--- config.mk ---
export PLATFORM = sky130hd
export DESIGN_NAME = mac2fifod_flat
export DESIGN_NICKNAME = d
export VERILOG_FILES = /design/src/rtl/mac2fifod_if.sv /design/src/rtl/mac2fifod.sv /design/src/flat_wrapper.sv
export SDC_FILE = /design/constraint.sdc
export NUM_CORES = 1
export LEC_CHECK = 0
export BUFFER_PORTS_ARGS = -buffer_cell sky130_fd_sc_hd__buf_2
export CAP_MARGIN = 20
export CELL_PAD_IN_SITES_DETAIL_PLACEMENT = 1
export CELL_PAD_IN_SITES_GLOBAL_PLACEMENT = 1
export CORE_MARGIN = 2
export CORE_UTILIZATION = 45
export DETAILED_ROUTE_END_ITERATION = 7
export GPL_TIMING_DRIVEN = 0
export PLACE_DENSITY_LB_ADDON = 0.1
export SYNTH_ARGS = -nofsm -noshare
export SYNTH_HDL_FRONTEND = slang
export SYNTH_SLANG_ARGS = --single-unit
--- constraint.sdc ---
create_clock -name clk -period 4.1 [get_ports clk]
set_input_delay 0.205 -clock clk [delete_from_list [all_inputs] [get_ports clk]]
set_output_delay 0.205 -clock clk [all_outputs]
set_load 0.1 [all_outputs]
--- src/rtl/mac2fifod_if.sv ---
// Bus bundle between mac2fifod, the mac receive buffer port and the receive FIFO write side.
// Handshake: fs is a level request held by mac; fd acknowledges until fs falls; fifod_full is back-pressure sampled only when an address is issued.
interface mac2fifod_if #(
  parameter int ADDR_W = 11
) ();
  logic              fs;
  logic              fd;
  logic [15:0]       udp_rx_len;
  logic [ADDR_W-1:0] udp_rx_addr;
  logic [7:0]        udp_rxd;
  logic              fifod_full;
  logic              fifod_txen;
  logic [7:0]        fifod_txd;
  logic              err;

  modport master (
    input  fs, udp_rx_len, udp_rxd, fifod_full,
    output fd, udp_rx_addr, fifod_txen, fifod_txd, err
  );

  modport slave (
    output fs, udp_rx_len, udp_rxd, fifod_full,
    input  fd, udp_rx_addr, fifod_txen, fifod_txd, err
  );
endinterface

--- src/rtl/mac2fifod.sv ---
// UDP receive payload mover: reads udp_rx_len bytes from the mac buffer by address into a FIFO.
// Optional MAC2FIFOD_LEN_HDR_EN prefixes each packet with a 2-byte big-endian length header.
module mac2fifod #(
  parameter int ADDR_W  = 11,
  parameter int MAX_LEN = 1472
) (
  input  logic          clk,
  input  logic          rst_n,
  mac2fifod_if.master   bus,
  output logic [2:0]    dbg_state
);

  typedef enum logic [2:0] {
    IDLE  = 3'd0,
    READ  = 3'd1,
    FLUSH = 3'd2,
    DONE  = 3'd3,
    HDR   = 3'd4
  } state_t;

  localparam logic [15:0] MAX_LEN16 = 16'(MAX_LEN);

  state_t            state, state_d;
  logic [15:0]       len;
  logic [15:0]       len_in;
  logic [ADDR_W-1:0] cnt;
  logic              iss;
  logic              v1;
  logic              issue;
  logic              load;
  logic              err_d;
  logic              hdr_wr;
  logic [7:0]        hdr_byte;
  logic              last_issue;
`ifdef MAC2FIFOD_LEN_HDR_EN
  logic              hdr_idx;
`endif

  assign len_in     = (bus.udp_rx_len > MAX_LEN16) ? MAX_LEN16 : bus.udp_rx_len;
  assign last_issue = (16'(cnt) == (len - 16'd1));
  assign bus.fd     = (state == DONE);
  assign dbg_state  = state;

  always_ff @(posedge clk or negedge rst_n) begin
    if (!rst_n) state <= IDLE;
    else        state <= state_d;
  end

  always_comb begin
    state_d  = state;
    issue    = 1'b0;
    load     = 1'b0;
    err_d    = 1'b0;
    hdr_wr   = 1'b0;
    hdr_byte = 8'h00;
    case (state)
      IDLE: begin
        if (bus.fs) begin
          load  = 1'b1;
          err_d = (bus.udp_rx_len > MAX_LEN16);
`ifdef MAC2FIFOD_LEN_HDR_EN
          state_d = HDR;
`else
          state_d = (len_in == 16'd0) ? DONE : READ;
`endif
        end
      end
`ifdef MAC2FIFOD_LEN_HDR_EN
      HDR: begin
        if (!bus.fs) begin
          err_d   = 1'b1;
          state_d = IDLE;
        end else if (!bus.fifod_full) begin
          hdr_wr   = 1'b1;
          hdr_byte = hdr_idx ? len[7:0] : len[15:8];
          if (hdr_idx) state_d = (len == 16'd0) ? DONE : READ;
        end
      end
`endif
      READ: begin
        if (!bus.fs) begin
          err_d   = 1'b1;
          state_d = IDLE;
        end else if (!bus.fifod_full) begin
          issue = 1'b1;
          if (last_issue) state_d = FLUSH;
        end
      end
      FLUSH: begin
        // Abort wins even if the pipeline already drained: fs falling here is a lost packet.
        if (!bus.fs) begin
          err_d   = 1'b1;
          state_d = IDLE;
        end else if (!iss && !v1) begin
          state_d = DONE;
        end
      end
      DONE: begin
        if (!bus.fs) state_d = IDLE;
      end
      default: state_d = IDLE;
    endcase
  end

  // Two-stage read pipeline: iss rides with the address, v1 lines up with udp_rxd.
  always_ff @(posedge clk or negedge rst_n) begin
    if (!rst_n) begin
      len             <= 16'd0;
      cnt             <= '0;
      iss             <= 1'b0;
      v1              <= 1'b0;
      bus.udp_rx_addr <= '0;
      bus.fifod_txen  <= 1'b0;
      bus.fifod_txd   <= 8'h00;
      bus.err         <= 1'b0;
`ifdef MAC2FIFOD_LEN_HDR_EN
      hdr_idx         <= 1'b0;
`endif
    end else begin
      if (load) begin
        len <= len_in;
        cnt <= '0;
`ifdef MAC2FIFOD_LEN_HDR_EN
        hdr_idx <= 1'b0;
`endif
      end
      if (issue) begin
        bus.udp_rx_addr <= cnt;
        cnt             <= cnt + 1'b1;
      end
`ifdef MAC2FIFOD_LEN_HDR_EN
      if (hdr_wr) hdr_idx <= 1'b1;
`endif
      iss            <= issue;
      v1             <= iss;
      bus.fifod_txen <= v1 | hdr_wr;
      if (hdr_wr)  bus.fifod_txd <= hdr_byte;
      else if (v1) bus.fifod_txd <= bus.udp_rxd;
      bus.err        <= err_d;
    end
  end

endmodule

--- src/flat_wrapper.sv ---
// flat-port wrapper written by rule: the top's interface ports become plain ports
module mac2fifod_flat 
#(
  parameter int ADDR_W  = 11,
  parameter int MAX_LEN = 1472
)
  (clk, rst_n, dbg_state, bus_fs, bus_udp_rx_len, bus_udp_rxd, bus_fifod_full, bus_fd, bus_udp_rx_addr, bus_fifod_txen, bus_fifod_txd, bus_err);
  mac2fifod_if #(.ADDR_W(ADDR_W)) bus_i ();
  input  logic clk;
  input  logic rst_n;
  output logic [2:0] dbg_state;
  input wire logic [$bits(bus_i.fs)-1:0] bus_fs;
  input wire logic [$bits(bus_i.udp_rx_len)-1:0] bus_udp_rx_len;
  input wire logic [$bits(bus_i.udp_rxd)-1:0] bus_udp_rxd;
  input wire logic [$bits(bus_i.fifod_full)-1:0] bus_fifod_full;
  output wire logic [$bits(bus_i.fd)-1:0] bus_fd;
  output wire logic [$bits(bus_i.udp_rx_addr)-1:0] bus_udp_rx_addr;
  output wire logic [$bits(bus_i.fifod_txen)-1:0] bus_fifod_txen;
  output wire logic [$bits(bus_i.fifod_txd)-1:0] bus_fifod_txd;
  output wire logic [$bits(bus_i.err)-1:0] bus_err;
  assign bus_i.fs = bus_fs;
  assign bus_i.udp_rx_len = bus_udp_rx_len;
  assign bus_i.udp_rxd = bus_udp_rxd;
  assign bus_i.fifod_full = bus_fifod_full;
  assign bus_fd = bus_i.fd;
  assign bus_udp_rx_addr = bus_i.udp_rx_addr;
  assign bus_fifod_txen = bus_i.fifod_txen;
  assign bus_fifod_txd = bus_i.fifod_txd;
  assign bus_err = bus_i.err;
  mac2fifod #(.ADDR_W(ADDR_W), .MAX_LEN(MAX_LEN)) u_core (.clk(clk), .rst_n(rst_n), .bus(bus_i), .dbg_state(dbg_state));
endmodule
[Word-level counts from Yosys, hierarchy flattened]
Index checks and enable logic that the tools add are counted.
Storage, ports and cells
  register bits: 53
  bits of input ports: 28
  logic and storage cells: 49
  memories: 0
  memory bits (writable): 0
  bits in latches: 0
  ROM bits: 0
Operators by class
  divide/modulo/power cells: 0
  eq/ne operators: 9
  shifts and indexed selects: 0
  order comparisons: 1
  bitwise logic cells: 0
  add/sub/neg operators: 2
  multiplexer cells: 20
  reduce and logical (&&, ||, !) cells: 8
  multipliers: 0
Operators with widths (number)
  11-bit 2-to-1 mux: 2
  3-bit 2-to-1 mux: 7
  11-bit by 16-bit equality test with 1-bit output: 1
  16-bit by 11-bit greater-than comparator with 1-bit output, second input constant: 1
  16-bit zero test: 1
  16-bit 2-to-1 mux: 1
  16-bit by 1-bit subtractor with 16-bit output, second input constant: 1
  3-bit one-hot mux with 4 select lines: 1
  11-bit by 1-bit adder with 11-bit output, second input constant: 1
  1-bit 2-to-1 mux: 7
  3-bit by 2-bit equality test with 1-bit output, second input constant: 2
  3-bit by 2-bit != test with 1-bit output, second input constant: 2
  5-bit AND reduction: 1
  2-bit != test, second input constant: 2
  3-bit by 1-bit equality test with 1-bit output, second input constant: 1
  3-bit zero test: 1
  3-bit != test, second input constant: 1
  1-bit zero test: 2
  2-bit 2-to-1 mux: 1
  1-bit one-hot mux with 2 select lines: 1
  2-bit nonzero test: 1
  2-bit OR reduction: 1
  1-bit logical AND: 1

[Logic depth before layout (Yosys ltp)]
Gate-level depths: netlist of run 1.
  word-level depth: 6
  depth in mapped cells: 9
  gate-level depth less buffers: 8

[Worst setup path before layout of run 1]
OpenSTA, ideal clock, no wires.
  kind: register to register
  from: register u_core.state[1] (netlist: u_core.dbg_state[1])
  to: register u_core.state[0] (netlist: u_core.dbg_state[0])
  cell stages (with the launch flop): 8
  arrival: 2.607 ns
  path slack: 1.413 ns
  library setup time: 0.080 ns
  path buffers: 0
  cells stage by stage: dfrtp_1 > ha_1 > inv_1 > nand2_1 > nor2_1 > a21oi_1 > o21ai_0 > mux2i_1
Between the ends
  word-level cells in the longest chain between the ends: 3
RTL lines
  start, declared: RTL line mac2fifod.sv:23  | state_t state, state_d;
  start signal, assigned: RTL line mac2fifod.sv:46  | else state <= state_d;
  3-bit by 2-bit equality test with 1-bit output *
  named net bus_fd: RTL line flat_wrapper.sv:16  | output wire logic [$bits(bus_i.fd)-1:0] bus_fd;
  2-bit != test (no source line)
  5-bit AND reduction (no source line)
Mark *: on every way through the listed nets, which the timed path passes. The rest lies on a longest branch.
A chain may end at the register's enable or synchronous reset.

[Worst setup path in the final report of run 1]
  from: register u_core.len[3]
  to: register u_core.state[0] (netlist: u_core.dbg_state[0])
Between the ends
  word-level cells in the longest chain between the ends: 4
RTL lines
  start, declared: RTL line mac2fifod.sv:24  | logic [15:0] len;
  start signal, assigned: RTL line mac2fifod.sv:121  | len <= len_in;
  16-bit by 1-bit subtractor with 16-bit output: RTL line mac2fifod.sv:40  | assign last_issue = (16'(cnt) == (len - 16'd1));
  11-bit by 16-bit equality test with 1-bit output: RTL line mac2fifod.sv:40
  3-bit by 2-bit != test with 1-bit output (no source line)
  5-bit AND reduction (no source line)
No other way between the ends.

==> impl_metrics.ini, run 1 <==
[timing]
rsz0062_at_grt = no
setup_viol_count_final = 0
hold_viol = 0
finalSetupTns_ns = 0
worst_pin_slew_ns = 0.762
relSlewSlack_pct = 48.9
skew_ns = 0.00729
post-route-period-util_pct = 65.6
fin_crit_ns = 2.69
fmax_ghz = 0.372
whs_ns = 0.127
slew_viol_final = 0

[grt]
antenna_found_initial = 0
grt.total_usage_pct = 23.1
grt_pass1_wl_microns = 12000
grt_pass1_vias = 2520
overflow = 0
grt_max_degree = 39

[worst_setup_path]
crit_path_start = u_core.len[3]
worstPathArrival_ns = 2.89
crit_fanout = 7
r2r-start = u_core.len[3]
required_ns = 4.30
crit_type = reg -> reg
start_kind = flop
cp-end-kind = flop

[routing]
drc = 0
wl_met2_microns = 3530
top_layer = met4
dr.pass1.iters = 4
routed_via_density = 5.50
drt_wl_total_microns = 6960
met1_length_microns = 3110
wl_per_cell_microns = 15.8
antenna_left = 0
num_vias = 2421
wl_met3_microns = 250
drt_iter0_drc = 106

[pwr]
switchingPower_uw = 1020
power_frac_clock_pct = 18.4
p_int_uw = 1010
seq_power_share_pct = 33.0
p_leak_uw = 0.00162
peakVddDrop_mv = 0.514
p_comb_share_pct = 48.6
swShare_pct = 50.1
power_density_nw_per_um2 = 624

[floorplan]
dieWidth_microns = 82.4
dieArea_sq_um = 6780
start_util_pct = 46.7
coreArea_sq_um = 5920
fp-row-count = 28
io_pins = 53
die_y_microns = 82.4

[synthesis]
ys_ff_latch = 52
yosysMostFrequentCell = nand2_1
synth_edf_count = 0
netlist_area_sq_um = 2760
syn_nets = 339
synth_top_cell_by_area = dfrtp_1
async_flop_share_pct = 100
synth_area_leaders = dfrtp_1 47%, nand2_1 7.9%, o21ai_0 4.3%
synth-main-ff-cell = dfrtp_1
ys_seq_area_share_pct = 47.1
synth_area_per_cell_sq_um = 9.06
syn_inst = 305
yosysWarnings = 0
synth_top_area_share_pct = 47.1
yosysUniqueCellTypes = 52
yosys-top-cells-count = 58 x nand2_1, 52 x dfrtp_1, 24 x o21ai_0

[hold_path]
hp-start = bus_udp_rxd[4]
hold_class = in -> reg

[clock_network]
cts_tree = built
clk_pin_slew_worst_paths_ns = 0.10
clk_latency_ns = 0.31
cts_root_buf = clkbuf_8
cts_max_path_buffers = 2
cts_buffers = 5
cts.sinks = 52
cts_resized = 0
post_cts_buffers = 0
h-tree-depth = 2

[placed_design]
io_buffers = 50
dp_hpwl_microns = 5230
gp_congestion = 0.877

[cells_and_area]
insertedDiodeCount = 0
fillers = 716
drive_gt1_share_pct = 21.4
fin_nets = 398
area_growth_syn_to_layout_pct = 17.9

[run]
maxCapViolCount = 0

[outcome]
status = complete, no violations
==> kinds of logic after synthesis <==
logic type	share of synthesized area, %
compound gates	13.3
xor+xnor	4.12
fa+ha+maj	2.72
buf+inv	3.94
flops	47.1
mux	5.07
other cells	0.136
simple gates	23.6
==> stage by stage <==
step	total power, uW	setup slack, ns	utilization, %	area, sq um	std cells
finish	2030	1.41	55.1	3260	440
floorplan	1460	1.41	-	2760	305
global route	2150	1.21	55.1	3260	440
global placement	1640	1.46	52.5	3110	430
CTS	2050	1.36	55.1	3260	440
detailed placement	1670	1.41	52.8	3130	431
==> power groups by stage <==
stage          logic, uW  registers, uW  clock network (uW)
2_1_floorplan        335           1130                   0
3_3_place_gp         970            673                   0
3_5_place_dp         991            679                   0
4_1_cts              993            670                 383
5_1_grt             1050            687                 409
6_report             987            671                 374
==> per-layer routing <==
| layer | vias up | global-route usage, % |
|---|---|---|
| li1 | 1175 | - |
| met1 | 1182 | 30.0 |
| met2 | 56 | 40.6 |
| met3 | 8 | 3.59 |
| met4 | 0 | 5.00 |
| met5 | - | 0 |
==> final timing paths <==
path | endpoint | slack (ns) | depth (start not counted)
max in group asynchronous | u_core.len[2] | 3.24 | 3
min reg2reg | u_core.bus.fifod_txen | 0.38 | 0
min in group asynchronous | u_core.bus.udp_rx_addr[5] | 0.33 | 2
min | u_core.bus.fifod_txd[4] | 0.13 | 2
max | u_core.dbg_state[0] | 1.41 | 7
max reg2reg | u_core.dbg_state[0] | 1.41 | 7
==> critical path, stage by stage (launching register included) <==
cell and delay (ns):
dfrtp_1 0.38, buf_6 0.13, or4_4 0.58, nor4_1 0.57
nand3_1 0.18, xnor2_1 0.15, a2111o_1 0.44, mux2i_1 0.14
==> registers in the layout (all words and copies together), names as in the netlist <==
signal and cells:
u_core.iss 1, u_core.bus.fifod_txen 1, u_core.v1 1, u_core.bus.udp_rx_addr 11, u_core.len 16, u_core.cnt 11, u_core.bus.err 1, u_core.dbg_state 2
u_core.bus.fifod_txd 8
==> cell usage in the layout (no fill, tap or decap), drive strengths merged, types with 2 or more instances in the layout <==
master	n
or4	2
dfrtp	52
nand4	2
mux2	8
clkinv	2
clkbuf	18
a21oi	14
mux2i	5
nor3	8
or3	2
o21ai	24
inv	9
nand3b	2
xnor2	6
and2	7
nand4b	2
nand3	13
a31oi	5
ha	6
nor2b	2
buf	54
xor2	7
o31ai	2
nor2	21
and3	4
nand2	58
nor4	6
or2	2
==> timing repair <==
item / in CTS / in global routing
hold buffers: 1 / 0
endpoints found under the hold margin: 14 / 0
endpoints found under the setup margin: 0 / 0
==> final cells by class <==
class	instances	area [sq um]	share of cell area, %
Buffer	15	71.3	2.19
Clock buffer	6	82.6	2.53
Multi-Input combinational cell	228	1350	41.5
Sequential cell	52	1300	39.9
Clock inverter	2	38.8	1.19
Inverter	10	37.5	1.15
Timing Repair Buffer	52	280	8.60
Tap cell	75	93.8	2.88
Note: power is estimated with default switching activity, not from simulation.
==> run 2: changes to the inputs <==
--- a/config.mk
+++ b/config.mk
@@ -10,7 +10,7 @@
 export CELL_PAD_IN_SITES_DETAIL_PLACEMENT = 1
 export CELL_PAD_IN_SITES_GLOBAL_PLACEMENT = 1
 export CORE_MARGIN = 2
-export CORE_UTILIZATION = 45
+export CORE_UTILIZATION = 37
 export DETAILED_ROUTE_END_ITERATION = 7
 export GPL_TIMING_DRIVEN = 0
 export PLACE_DENSITY_LB_ADDON = 0.1
==> constraint.sdc (replaced) <==
create_clock -name clk -period 2.32 [get_ports clk]
set_input_delay 0.116 -clock clk [delete_from_list [all_inputs] [get_ports clk]]
set_output_delay 0.116 -clock clk [all_outputs]
set_load 0.1 [all_outputs]
==> run 2 against run 1 <==
Effect of this change: the run now ends with setup timing left; worst hold slack worse by 0.088 ns; first-iteration DRC count decreased by 20%; critical path type unchanged; sequential share of layout area shrank 1.4 points; largest cell class unchanged; critical endpoint is now u_core.dbg_state[1]; final area rose by 3.8%; sequential cell count is the same.
==> impl_metrics.ini, run 2 (synthesized netlist as in run 1, its figures left out) <==
[outcome]
status = complete, but fails checks
violations = setup timing

[cells_and_area]
top_register = u_core.len
fin_nets = 406
fillers = 887
largest_reg_flops = 16
design_area_sq_um = 3380
insertedDiodeCount = 0
final_common_cell = nand2_1
drive_gt1_share_pct = 25.2
area_growth_syn_to_layout_pct = 22.4
reg_top3 = u_core.len x16, u_core.bus.udp_rx_addr x11, u_core.cnt x11
regArea_sq_um = 1300
multi_input_area_sq_um = 1380
final_cell_mix = 58 x nand2_1, 50 x buf_2, 50 x dfrtp_1

[routing]
routed_via_density = 5.15
antenna_left = 0
dr.pass1.iters = 4
num_vias = 2429
wl_per_cell_microns = 15.1
drt_iter0_drc = 85
drt_wl_total_microns = 7140
drc = 0

[worst_setup_path]
crit_fanout = 4
r2r_end = u_core.dbg_state[1]
reg2reg_depth = 6
start_kind = flop
crit_type = reg -> reg
r2r-start = u_core.len[6]
required_ns = 2.51
reg2reg_slack_ns = -0.03
worstPathArrival_ns = 2.54
cp-end-kind = flop

[grt]
overflow = 0
grt_pass1_vias = 2506
antenna_found_initial = 0
grt_pass1_wl_microns = 12300
grt_max_degree = 29
grt.total_usage_pct = 18.3

[run]
maxCapViolCount = 0

[timing]
relSlewSlack_pct = 47.6
setup_ws_ns = -0.0263
fin_crit_ns = 2.35
finalSetupTns_ns = -0.0511
post-route-period-util_pct = 101
fmax_ghz = 0.426
worst_pin_slew_ns = 0.782
rsz0062_at_grt = yes
slew_viol_final = 0
setup_viol_count_final = 2
hold_viol = 0
skew_ns = 0.00760

[clock_network]
cts_root_buf = clkbuf_8
cts.sinks = 52
clk_latency_ns = 0.31
cts_max_path_buffers = 2
cts_tree = built
h-tree-depth = 2
clk_pin_slew_worst_paths_ns = 0.10
cts_buffers = 5

[floorplan]
dieWidth_microns = 90.4
io_pins = 53
start_util_pct = 38.1
die_y_microns = 90.4
coreArea_sq_um = 7250
dieArea_sq_um = 8180
fp-row-count = 31

[placed_design]
dp_hpwl_microns = 5260
gp_congestion = 0.796
dpl-instance-area_sq_um = 3170
io_buffers = 50

[pwr]
power_density_nw_per_um2 = 1070
power_uw = 3640
peakVddDrop_mv = 0.786
p_leak_uw = 0.00167

[hold_path]
hp-start = bus_udp_rxd[1]
hold_class = in -> reg
hold_end = u_core.bus.fifod_txd[1]
hold_depth = 2
==> run 2: cell types whose count changed in the layout (fill, tap and decap cells not counted), moves of 2 or more <==
cell and delta:
buf_4 +8, ha_1 -2, clkbuf_2 +2, dfrtp_1 -2, dfrtp_2 +2, clkbuf_1 -2
==> run 2: power by group <==
part | leakage (uW) | internal (uW) | switching (uW)
Clock | 0.0000614 | 353 | 316
Sequential | 0.000685 | 1060 | 125
Combinational | 0.000922 | 396 | 1380
Total | 0.00167 | 1810 | 1820
==> run 2: area by class of cell <==
| type | count | share of cell area [%] |
|---|---|---|
| Buffer | 15 | 2.18 |
| Sequential cell | 52 | 38.5 |
| Clock buffer | 6 | 2.44 |
| Tap cell | 99 | 3.66 |
| Multi-Input combinational cell | 228 | 40.9 |
| Inverter | 10 | 1.11 |
| Timing Repair Buffer | 60 | 10.1 |
| Clock inverter | 2 | 1.15 |
==> run 2: what timing repair did <==
item,in CTS,in global routing
endpoints found under the setup margin,2,19
hold buffers,1,0
buffers inserted,8,0
gates cloned,0,0
endpoints found under the hold margin,24,0
pin swaps,2,1
gates resized for setup,1,7
==> run 2: critical path: stages, from the launching register on <==
cell,delay (ns)
dfrtp_1,0.40
or4_4,0.59
nor3_4,0.20
xnor2_1,0.07
or4_1,0.41
a2111o_1,0.43
mux2i_1,0.13
==> run 2: worst max-delay path by stage <==
stage / startpoint / to / cells after the start
global route: u_core.len[6] / u_core.dbg_state[1] / 6
global placement: u_core.len[0] / u_core.dbg_state[1] / 8
floorplan: u_core.len[0] / u_core.dbg_state[0] / 8
detailed placement: u_core.len[0] / u_core.dbg_state[1] / 8
finish: u_core.len[6] / u_core.dbg_state[1] / 6
CTS: u_core.len[6] / u_core.dbg_state[1] / 6
==> run 2: through the flow <==
step	worst slack, ns	std cells	util [%]	hold WS, ns
floorplan	0.0214	305	-	-0.180
global placement	-0.147	454	43.4	0.349
detailed placement	-0.185	455	43.7	0.152
CTS	-0.0673	472	46.4	0.0262
global route	-0.108	472	46.6	0.0315
finish	-0.0263	472	46.6	0.0384
==> run 2: routing by layer <==
layer | vias to the layer above | wire length (microns) | global-route usage [%]
met2 | 49 | 3420 | 30.6
met4 | 0 | 77 | 3.46
met1 | 1186 | 3400 | 25.2
li1 | 1184 | - | -
met5 | - | 0 | 0
met3 | 10 | 247 | 3.17
